--- src/rtl/aes_package.sv ---
// Shared constants and FSM state type for the AES block serializer.
package aes_package;

  localparam int unsigned AES_WORD_W   = 32;
  localparam int unsigned AES_NB_WORDS = 4;
  localparam int unsigned AES_BLOCK_W  = AES_WORD_W * AES_NB_WORDS;

  typedef enum logic {
    IDLE,
    SEND
  } ser_state_t;

endpackage

--- src/rtl/hwpe_stream_intf_stream.sv ---
// Minimal valid/ready word stream interface (source drives valid/data/strb).
interface hwpe_stream_intf_stream #(
  parameter int unsigned DATA_WIDTH = 32
) ();

  logic                    valid;
  logic                    ready;
  logic [DATA_WIDTH-1:0]   data;
  logic [DATA_WIDTH/8-1:0] strb;

  modport source (output valid, output data, output strb, input ready);
  modport sink   (input valid, input data, input strb, output ready);

endinterface

--- src/rtl/aes_block_serializer.sv ---
// Splits a WORD_W*NB_WORDS block into NB_WORDS stream words, LSB word first.
// Optional macro AES_SER_BACK2BACK_EN: accept the next block during the last
// word handshake so consecutive blocks stream without an idle bubble.
module aes_block_serializer
  import aes_package::*;
#(
  parameter int unsigned WORD_W   = AES_WORD_W,
  parameter int unsigned NB_WORDS = AES_NB_WORDS
) (
  input  logic                         clk_i,
  input  logic                         rst_i,
  input  logic                         clear_i,
  input  logic [WORD_W*NB_WORDS-1:0]   block_i,
  input  logic                         block_valid_i,
  output logic                         block_ready_o,
  hwpe_stream_intf_stream.source       aes_output,
  output logic                         busy_o,
  output logic [$clog2(NB_WORDS)-1:0]  beat_cnt_o,
  output logic                         done_o
);

  localparam int unsigned BLOCK_W = WORD_W * NB_WORDS;
  localparam int unsigned BEAT_W  = $clog2(NB_WORDS);
  localparam logic [BEAT_W-1:0] LAST_BEAT = BEAT_W'(NB_WORDS - 1);

  ser_state_t          state_q, state_d;
  logic [BLOCK_W-1:0]  buffer_q;
  logic [BEAT_W-1:0]   beat_q;
  logic                send;
  logic                out_hs;
  logic                capture;

  assign send    = (state_q == SEND);
  assign out_hs  = send & aes_output.ready;
  assign capture = block_valid_i & block_ready_o;

  // Next state, upstream ready and completion pulse; clear and reset override all.
  always_comb begin
    state_d       = state_q;
    block_ready_o = 1'b0;
    done_o        = 1'b0;
    case (state_q)
      IDLE: begin
        block_ready_o = 1'b1;
        if (block_valid_i) state_d = SEND;
      end
      SEND: begin
        if (aes_output.ready && (beat_q == LAST_BEAT)) begin
          done_o = 1'b1;
`ifdef AES_SER_BACK2BACK_EN
          block_ready_o = 1'b1;
          if (!block_valid_i) state_d = IDLE;
`else
          state_d = IDLE;
`endif
        end
      end
      default: state_d = IDLE;
    endcase
    if (clear_i) begin
      state_d       = IDLE;
      block_ready_o = 1'b0;
      done_o        = 1'b0;
    end
    // State is already IDLE under reset; this keeps ready low while rst_i is high.
    if (rst_i) begin
      block_ready_o = 1'b0;
      done_o        = 1'b0;
    end
  end

  // State register, block buffer and beat counter.
  always_ff @(posedge clk_i or posedge rst_i) begin
    if (rst_i) begin
      state_q  <= IDLE;
      buffer_q <= '0;
      beat_q   <= '0;
    end else if (clear_i) begin
      state_q  <= IDLE;
      buffer_q <= '0;
      beat_q   <= '0;
    end else begin
      state_q <= state_d;
      if (capture) begin
        buffer_q <= block_i;
        beat_q   <= '0;
      end else if (out_hs) begin
        beat_q <= (beat_q == LAST_BEAT) ? '0 : beat_q + 1'b1;
      end
    end
  end

  assign aes_output.valid = send;
  assign aes_output.data  = send ? buffer_q[beat_q*WORD_W +: WORD_W] : '0;
  assign aes_output.strb  = send ? '1 : '0;
  assign busy_o           = send;
  assign beat_cnt_o       = beat_q;

endmodule

--- src/flat_wrapper.sv ---
// flat-port wrapper written by rule: the top's interface ports become plain ports
module aes_block_serializer_flat import aes_package::*;
#(
  parameter int unsigned WORD_W   = AES_WORD_W,
  parameter int unsigned NB_WORDS = AES_NB_WORDS
)
  (clk_i, rst_i, clear_i, block_i, block_valid_i, block_ready_o, busy_o, beat_cnt_o, done_o, aes_output_valid, aes_output_data, aes_output_strb, aes_output_ready);
  hwpe_stream_intf_stream aes_output_i ();
  input  logic clk_i;
  input  logic rst_i;
  input  logic clear_i;
  input  logic [WORD_W*NB_WORDS-1:0] block_i;
  input  logic block_valid_i;
  output logic block_ready_o;
  output logic busy_o;
  output logic [$clog2(NB_WORDS)-1:0] beat_cnt_o;
  output logic done_o;
  output wire logic [$bits(aes_output_i.valid)-1:0] aes_output_valid;
  output wire logic [$bits(aes_output_i.data)-1:0] aes_output_data;
  output wire logic [$bits(aes_output_i.strb)-1:0] aes_output_strb;
  input wire logic [$bits(aes_output_i.ready)-1:0] aes_output_ready;
  assign aes_output_valid = aes_output_i.valid;
  assign aes_output_data = aes_output_i.data;
  assign aes_output_strb = aes_output_i.strb;
  assign aes_output_i.ready = aes_output_ready;
  aes_block_serializer #(.WORD_W(WORD_W), .NB_WORDS(NB_WORDS)) u_core (.clk_i(clk_i), .rst_i(rst_i), .clear_i(clear_i), .block_i(block_i), .block_valid_i(block_valid_i), .block_ready_o(block_ready_o), .aes_output(aes_output_i), .busy_o(busy_o), .beat_cnt_o(beat_cnt_o), .done_o(done_o));
endmodule
--- config.mk ---
export PLATFORM = sky130hd
export DESIGN_NAME = aes_block_serializer_flat
export DESIGN_NICKNAME = d
export VERILOG_FILES = /design/src/rtl/aes_package.sv /design/src/rtl/hwpe_stream_intf_stream.sv /design/src/rtl/aes_block_serializer.sv /design/src/flat_wrapper.sv
export SDC_FILE = /design/constraint.sdc
export NUM_CORES = 1
export LEC_CHECK = 0
export CAP_MARGIN = 10
export CORE_MARGIN = 1.5
export CORE_UTILIZATION = 48
export CTS_BUF_LIST = sky130_fd_sc_hd__clkbuf_8
export CTS_CLUSTER_DIAMETER = 50
export DETAILED_ROUTE_END_ITERATION = 7
export GPL_TIMING_DRIVEN = 0
export PLACE_DENSITY = 0.83
export REMOVE_ABC_BUFFERS = 1
export SLEW_MARGIN = 25
export SYNTH_ARGS = -nofsm -noshare
export SYNTH_HDL_FRONTEND = slang
export SYNTH_SLANG_ARGS = --single-unit
--- constraint.sdc ---
create_clock -name clk_i -period 5.53 [get_ports clk_i]
set_clock_uncertainty 0.2 [all_clocks]
set_input_delay 1.106 -clock clk_i [delete_from_list [all_inputs] [get_ports clk_i]]
set_output_delay 1.106 -clock clk_i [all_outputs]
set_load 0.02 [all_outputs]
==> impl_metrics.yaml, run 1 <==
sta:
  finalHoldViolations: 0
  slew_viol_final: 0
  relSlewSlack_pct: 54.4
  clock.fmax_mhz: 249
  setup_violations: 0
  fin_crit_sh_pct: 72.7
  rsz0062_at_grt: "no"
  hold_slack_ns: 0.431
  tightest_slew_ns: 0.683
  period_minus_slack_ns: 4.02
run:
  cap_violations: 0
yosys:
  syn_area_per_cell_um2: 13.4
  synth_cells: 548
  synth.distinct_cells: 25
  yosysSeqAreaShare_pct: 44.6
  synth_seq_cells: 131
  yosysWarnings: 0
  syn_area_um2: 7350
cts:
  path_clk_slew_ns: 0.08
  post_cts_resized: 0
  cts_inserted_buffers: 17
  holdBufCountCts: 0
  cts_tree: "yes"
  cts.sinks: 131
  htreeDepth: 4
  cts_setup_buffers: 0
  cts_buffer_depth: 2
  clk_latency_ns: 0.44
  cts_root_buf: "clkbuf_8"
power_and_ir_drop:
  vdd_drop_max_v: 0.000162
  power_density_nw_per_um2: 227
  p_leak_nw: 4.34
setup_path:
  critPathBufInv: 2
  crit_chain: "nand2b_2 -> buf_16 -> o22ai_1 -> clkdlybuf4s50_1"
  worst_path_dominant_cell_family: "buffers and inverters"
  worstPathMaxFanout: 18
  worstSetupStartpointType: "flip-flop"
  cp-end-kind: "output port"
  slowest_stage: "dfrtp_1"
  crit_type: "flip-flop to output port"
  max_stage_delay_ns: 0.67
  arrival_ns: 2.72
  cp.required_ns: 4.22
die:
  io_pins: 175
  rows: 45
  start_util_pct: 48.7
  die_height_um: 127
  coreArea_um2: 15100
  die_area_um2: 16100
  chipWidth_um: 127
global_routing:
  grt_start_max_net_pins: 71
  grt_pass1_vias: 5122
  overflow: 0
  antenna_found_initial: 0
  track_usage_pct: 20.9
  grt_first_pass_wirelength_um: 26600
finish:
  area_delta_synth_final_pct: 29.6
  finalNonFillerCells: 902
  fill_cells: 1134
  final_common_cell: "clkdlybuf4s50_1"
  antenna_cells: 0
  final_cell_mix: "173 x clkdlybuf4s50_1, 130 x dfrtp_1, 128 x nor2b_1"
  drive_gt1_share_pct: 24.2
  nNetsFinal: 835
  multi_input_area_um2: 3660
  seq_area_um2: 3280
placement:
  dp.cells: 870
  portBuffers: 174
  gp_congestion: 0.740
  dp_hpwl_um: 10600
route:
  viasPerCell: 5.24
  dr.pass1.iters: 4
  wire_per_inst_um: 17.7
  route.detailed.drc: 0
  drt-initial-drc-count: 202
  num_vias: 4727
  final_antenna_net_count: 0
  drt-total-wl_um: 16000
min_path:
  worstHoldPathType: "flip-flop to flip-flop"
run_status:
  outcome: "completed"
[sequential cells by signal, indices dropped and copies added (netlist names)]
name                     count
u_core.aes_output.valid      1
u_core.beat_cnt_o            2
u_core.buffer_q            128
[worst register-to-register path, stage by stage, from the launching register on]
cell	delay, ns
dfrtp_1	0.57
or4b_4	0.88
buf_12	0.33
buf_12	0.22
mux2_4	0.35
[cells by family after synthesis]
kind of cell | synth area share [%]
AOI/OAI and AO/OA | 3.32
DFF | 44.6
adders and majority gates | 0.170
buffers and inverters | 5.68
muxes | 34.4
and+or+nand+nor | 11.8
[final cells by class]
| cell class | instances | area share [%] |
|---|---|---|
| Sequential cell | 131 | 34.4 |
| Tap cell | 188 | 2.47 |
| Clock inverter | 12 | 1.21 |
| Multi-Input combinational cell | 368 | 38.4 |
| Timing Repair Buffer | 182 | 20.4 |
| Clock buffer | 20 | 2.89 |
| Inverter | 1 | 0.118 |
[synthesized netlist by cell type]
cell / instances / area, µm²
buf_6: 4 / 45.0
nor3_1: 2 / 10.0
inv_1: 1 / 3.75
nor2b_1: 128 / 801
nor2_1: 1 / 3.75
o22ai_1: 32 / 200
buf_12: 11 / 220
buf_1: 3 / 11.3
buf_2: 5 / 25.0
a211oi_1: 2 / 15.0
nand4bb_1: 1 / 11.3
nand2b_1: 1 / 6.26
nor4b_1: 1 / 8.76
buf_4: 5 / 37.5
mux2i_1: 64 / 641
nand2_1: 1 / 3.75
or4b_4: 1 / 13.8
mux2_4: 120 / 1800
nand3_1: 2 / 10.0
ha_1: 1 / 12.5
dfrtp_1: 131 / 3280
a311oi_1: 1 / 8.76
clkbuf_1: 20 / 75.1
mux2_2: 8 / 90.1
a21bo_2: 2 / 20.0
[path summary, 6_finish.rpt]
kind	depth (start not counted)	to	slack, ns	startpoint
setup / recovery	4	aes_output_data[11]	1.51	u_core.aes_output.valid$_DFF_PP0_
hold / removal	2	u_core.buffer_q[32]$_DFFE_PP0P_	0.43	u_core.buffer_q[32]$_DFFE_PP0P_
setup reg to reg	4	u_core.buffer_q[74]$_DFFE_PP0P_	2.87	u_core.aes_output.valid$_DFF_PP0_
hold reg to reg	2	u_core.buffer_q[32]$_DFFE_PP0P_	0.43	u_core.buffer_q[32]$_DFFE_PP0P_
max in group asynchronous	3	u_core.buffer_q[42]$_DFFE_PP0P_	3.42	rst_i
min in group asynchronous	2	u_core.buffer_q[73]$_DFFE_PP0P_	1.01	rst_i
[per-layer routing]
metal	vias to the layer above	part of all wire, %	global-route usage (%)
met1	2368	45	27.4
met4	0	1.1	6.89
met3	13	5.6	5.48
met2	143	49	34.0
li1	2203	-	-
met5	-	0	0
[where the power goes]
part | internal (W) | switching, W | total [W] | leakage [nW]
Sequential | 0.00100 | 0.0000266 | 0.00103 | 1.79
Clock | 0.000429 | 0.000369 | 0.000798 | 0.208
Combinational | 0.000208 | 0.000127 | 0.000336 | 2.35
[through the flow]
stage                     cell area, µm²  worst slack [ns]  power, W  utilization, %  TNS (ns)
after floorplan                     6940             0.726   0.00121               -         0
after global placement              8920             -2.27   0.00136            59.1   -416.60
after detailed placement            9140              1.62   0.00138            60.6         0
after CTS                           9530              1.45   0.00219            63.2         0
after global routing                9530              1.33   0.00226            63.2         0
final                               9530              1.51   0.00216            63.2         0
Note: power is estimated with default switching activity, not from simulation.
==> inputs of run 2 (changes only) <==
--- a/config.mk
+++ b/config.mk
@@ -7,12 +7,12 @@
 export LEC_CHECK = 0
 export CAP_MARGIN = 10
 export CORE_MARGIN = 1.5
-export CORE_UTILIZATION = 48
+export CORE_UTILIZATION = 47
 export CTS_BUF_LIST = sky130_fd_sc_hd__clkbuf_8
 export CTS_CLUSTER_DIAMETER = 50
 export DETAILED_ROUTE_END_ITERATION = 7
 export GPL_TIMING_DRIVEN = 0
-export PLACE_DENSITY = 0.83
+export PLACE_DENSITY = 0.84
 export REMOVE_ABC_BUFFERS = 1
 export SLEW_MARGIN = 25
 export SYNTH_ARGS = -nofsm -noshare
==> constraint.sdc (replaced) <==
create_clock -name clk_i -period 3.3 [get_ports clk_i]
set_clock_uncertainty 0.2 [all_clocks]
set_input_delay 0.66 -clock clk_i [delete_from_list [all_inputs] [get_ports clk_i]]
set_output_delay 0.66 -clock clk_i [all_outputs]
set_load 0.02 [all_outputs]
==> run 2 against run 1 <==
Sequential share of layout area down 0.13 points. Final cell count up 2.8%. Non-clock buffer count increased by 2. Clock power up 54%. Critical endpoint is now aes_output_data[29]. Largest power group unchanged.
==> impl_metrics.yaml, run 2 (synthesis gave the netlist of run 1 again) <==
run_status:
  outcome: "completed"
placement:
  dp_hpwl_um: 10800
  dp.cells: 893
  portBuffers: 174
  gp_congestion: 0.760
setup_path:
  crit_chain: "buf_12 -> mux2i_1 -> o22ai_1 -> clkdlybuf4s50_1"
  crit_type: "flip-flop to output port"
  cp-end-kind: "output port"
  worstSetupStartpointType: "flip-flop"
  slowest_stage: "clkdlybuf4s50_1"
  arrival_ns: 2.31
  worstPathMaxFanout: 30
  max_stage_delay_ns: 0.64
  cp.required_ns: 2.44
finish:
  finalNonFillerCells: 927
  area_delta_synth_final_pct: 30.2
  final_cell_mix: "172 x clkdlybuf4s50_1, 129 x dfrtp_1, 128 x nor2b_1"
  largest_reg_flops: 128
  final_util_pct: 62.8
  multi_input_area_um2: 3670
  antenna_cells: 0
  final_common_cell: "clkdlybuf4s50_1"
  seq_area_um2: 3290
  nNetsFinal: 837
  drive_gt1_share_pct: 24.3
  top_register: "u_core.buffer_q"
  fill_cells: 1151
run:
  cap_violations: 0
cts:
  htreeDepth: 4
  cts_root_buf: "clkbuf_8"
  clk_latency_ns: 0.42
  cts.sinks: 131
  cts_buffer_depth: 2
  cts_inserted_buffers: 17
  cts_tree: "yes"
  path_clk_slew_ns: 0.07
  holdBufCountCts: 0
sta:
  setup_violations: 0
  fin_crit_sh_pct: 96.1
  period_minus_slack_ns: 3.17
  rsz0062_at_grt: "no"
  tightest_slew_ns: 0.489
  hold_slack_ns: 0.431
  setup_tns_ns: 0
  finalHoldViolations: 0
  relSlewSlack_pct: 67.4
  slew_viol_final: 0
  clock.fmax_mhz: 315
die:
  start_util_pct: 48.2
  rows: 45
  io_pins: 175
  die_height_um: 128
  coreArea_um2: 15300
  chipWidth_um: 128
  die_area_um2: 16400
route:
  dr.pass1.iters: 4
  num_vias: 4820
  viasPerCell: 5.20
  final_antenna_net_count: 0
  drt-initial-drc-count: 198
  route.detailed.drc: 0
  wire_per_inst_um: 18.4
  drt-total-wl_um: 17000
power_and_ir_drop:
  vdd_drop_max_v: 0.000245
  power_density_nw_per_um2: 368
  p_leak_nw: 4.37
global_routing:
  grt_first_pass_wirelength_um: 27400
  overflow: 0
  grt_start_max_net_pins: 77
  antenna_found_initial: 0
  grt_pass1_vias: 5301
  track_usage_pct: 21.4
min_path:
  worstHoldPathType: "flip-flop to flip-flop"
run 2: worst paths after layout:
path                                                   start                         endpoint  slack (ns)  depth (start not counted)
hold / removal               u_core.buffer_q[29]$_DFFE_PP0P_  u_core.buffer_q[29]$_DFFE_PP0P_        0.43                          2
setup reg to reg           u_core.aes_output.valid$_DFF_PP0_  u_core.buffer_q[61]$_DFFE_PP0P_        0.75                          4
hold reg to reg              u_core.buffer_q[29]$_DFFE_PP0P_  u_core.buffer_q[29]$_DFFE_PP0P_        0.43                          2
min in group asynchronous                              rst_i  u_core.buffer_q[11]$_DFFE_PP0P_        0.59                          2
setup / recovery            u_core.beat_cnt_o[1]$_DFFE_PP0P_              aes_output_data[29]        0.13                          4
max in group asynchronous                              rst_i  u_core.buffer_q[14]$_DFFE_PP0P_        1.61                          3
run 2: layout make-up:
type	instances	share of cell area, %
Multi-Input combinational cell	368	38.4
Sequential cell	131	34.3
Timing Repair Buffer	184	20.8
Tap cell	211	2.76
Clock buffer	18	2.59
Clock inverter	14	1.06
Inverter	1	0.118
run 2: report_power, final:
| group | internal (W) | total (W) | switching [W] |
|---|---|---|---|
| sequential | 0.00168 | 0.00172 | 0.0000440 |
| combinational | 0.000352 | 0.000572 | 0.000220 |
| clock | 0.000597 | 0.00123 | 0.000637 |
| total | 0.00263 | 0.00353 | 0.000900 |
run 2: critical path: cells and delay by family, from the launching register on:
family                 cells  cell delay (ns)
buffers and inverters      2             0.91
AO/OA/AOI/OAI              1             0.19
flip-flops                 1             0.60
multiplexers               1             0.12
run 2: stage by stage:
step,area (µm²),total power (W),setup WS (ns)
3_3_place_gp,8940,0.00229,-4.02
2_1_floorplan,6940,0.00202,-1.06
4_1_cts,9570,0.00356,0.0375
5_1_grt,9580,0.00369,0.0126
3_5_place_dp,9180,0.00232,0.0168
6_report,9580,0.00353,0.130
run 2: repair_timing:
| item | in CTS | in global routing |
|---|---|---|
| pin swaps | 0 | 0 |
| resized for setup | 3 | 2 |
| endpoints found under the setup margin | 33 | 13 |
| buffers inserted | 2 | 0 |
run 2: metal layers:
| layer | vias to the layer above | GRT usage [%] | part of all wire, % |
|---|---|---|---|
| li1 | 2209 | - | - |
| met1 | 2421 | 27.2 | 44 |
| met2 | 165 | 35.6 | 49 |
| met3 | 25 | 5.01 | 4.5 |
| met4 | 0 | 8.20 | 1.9 |
| met5 | - | 0 | 0 |
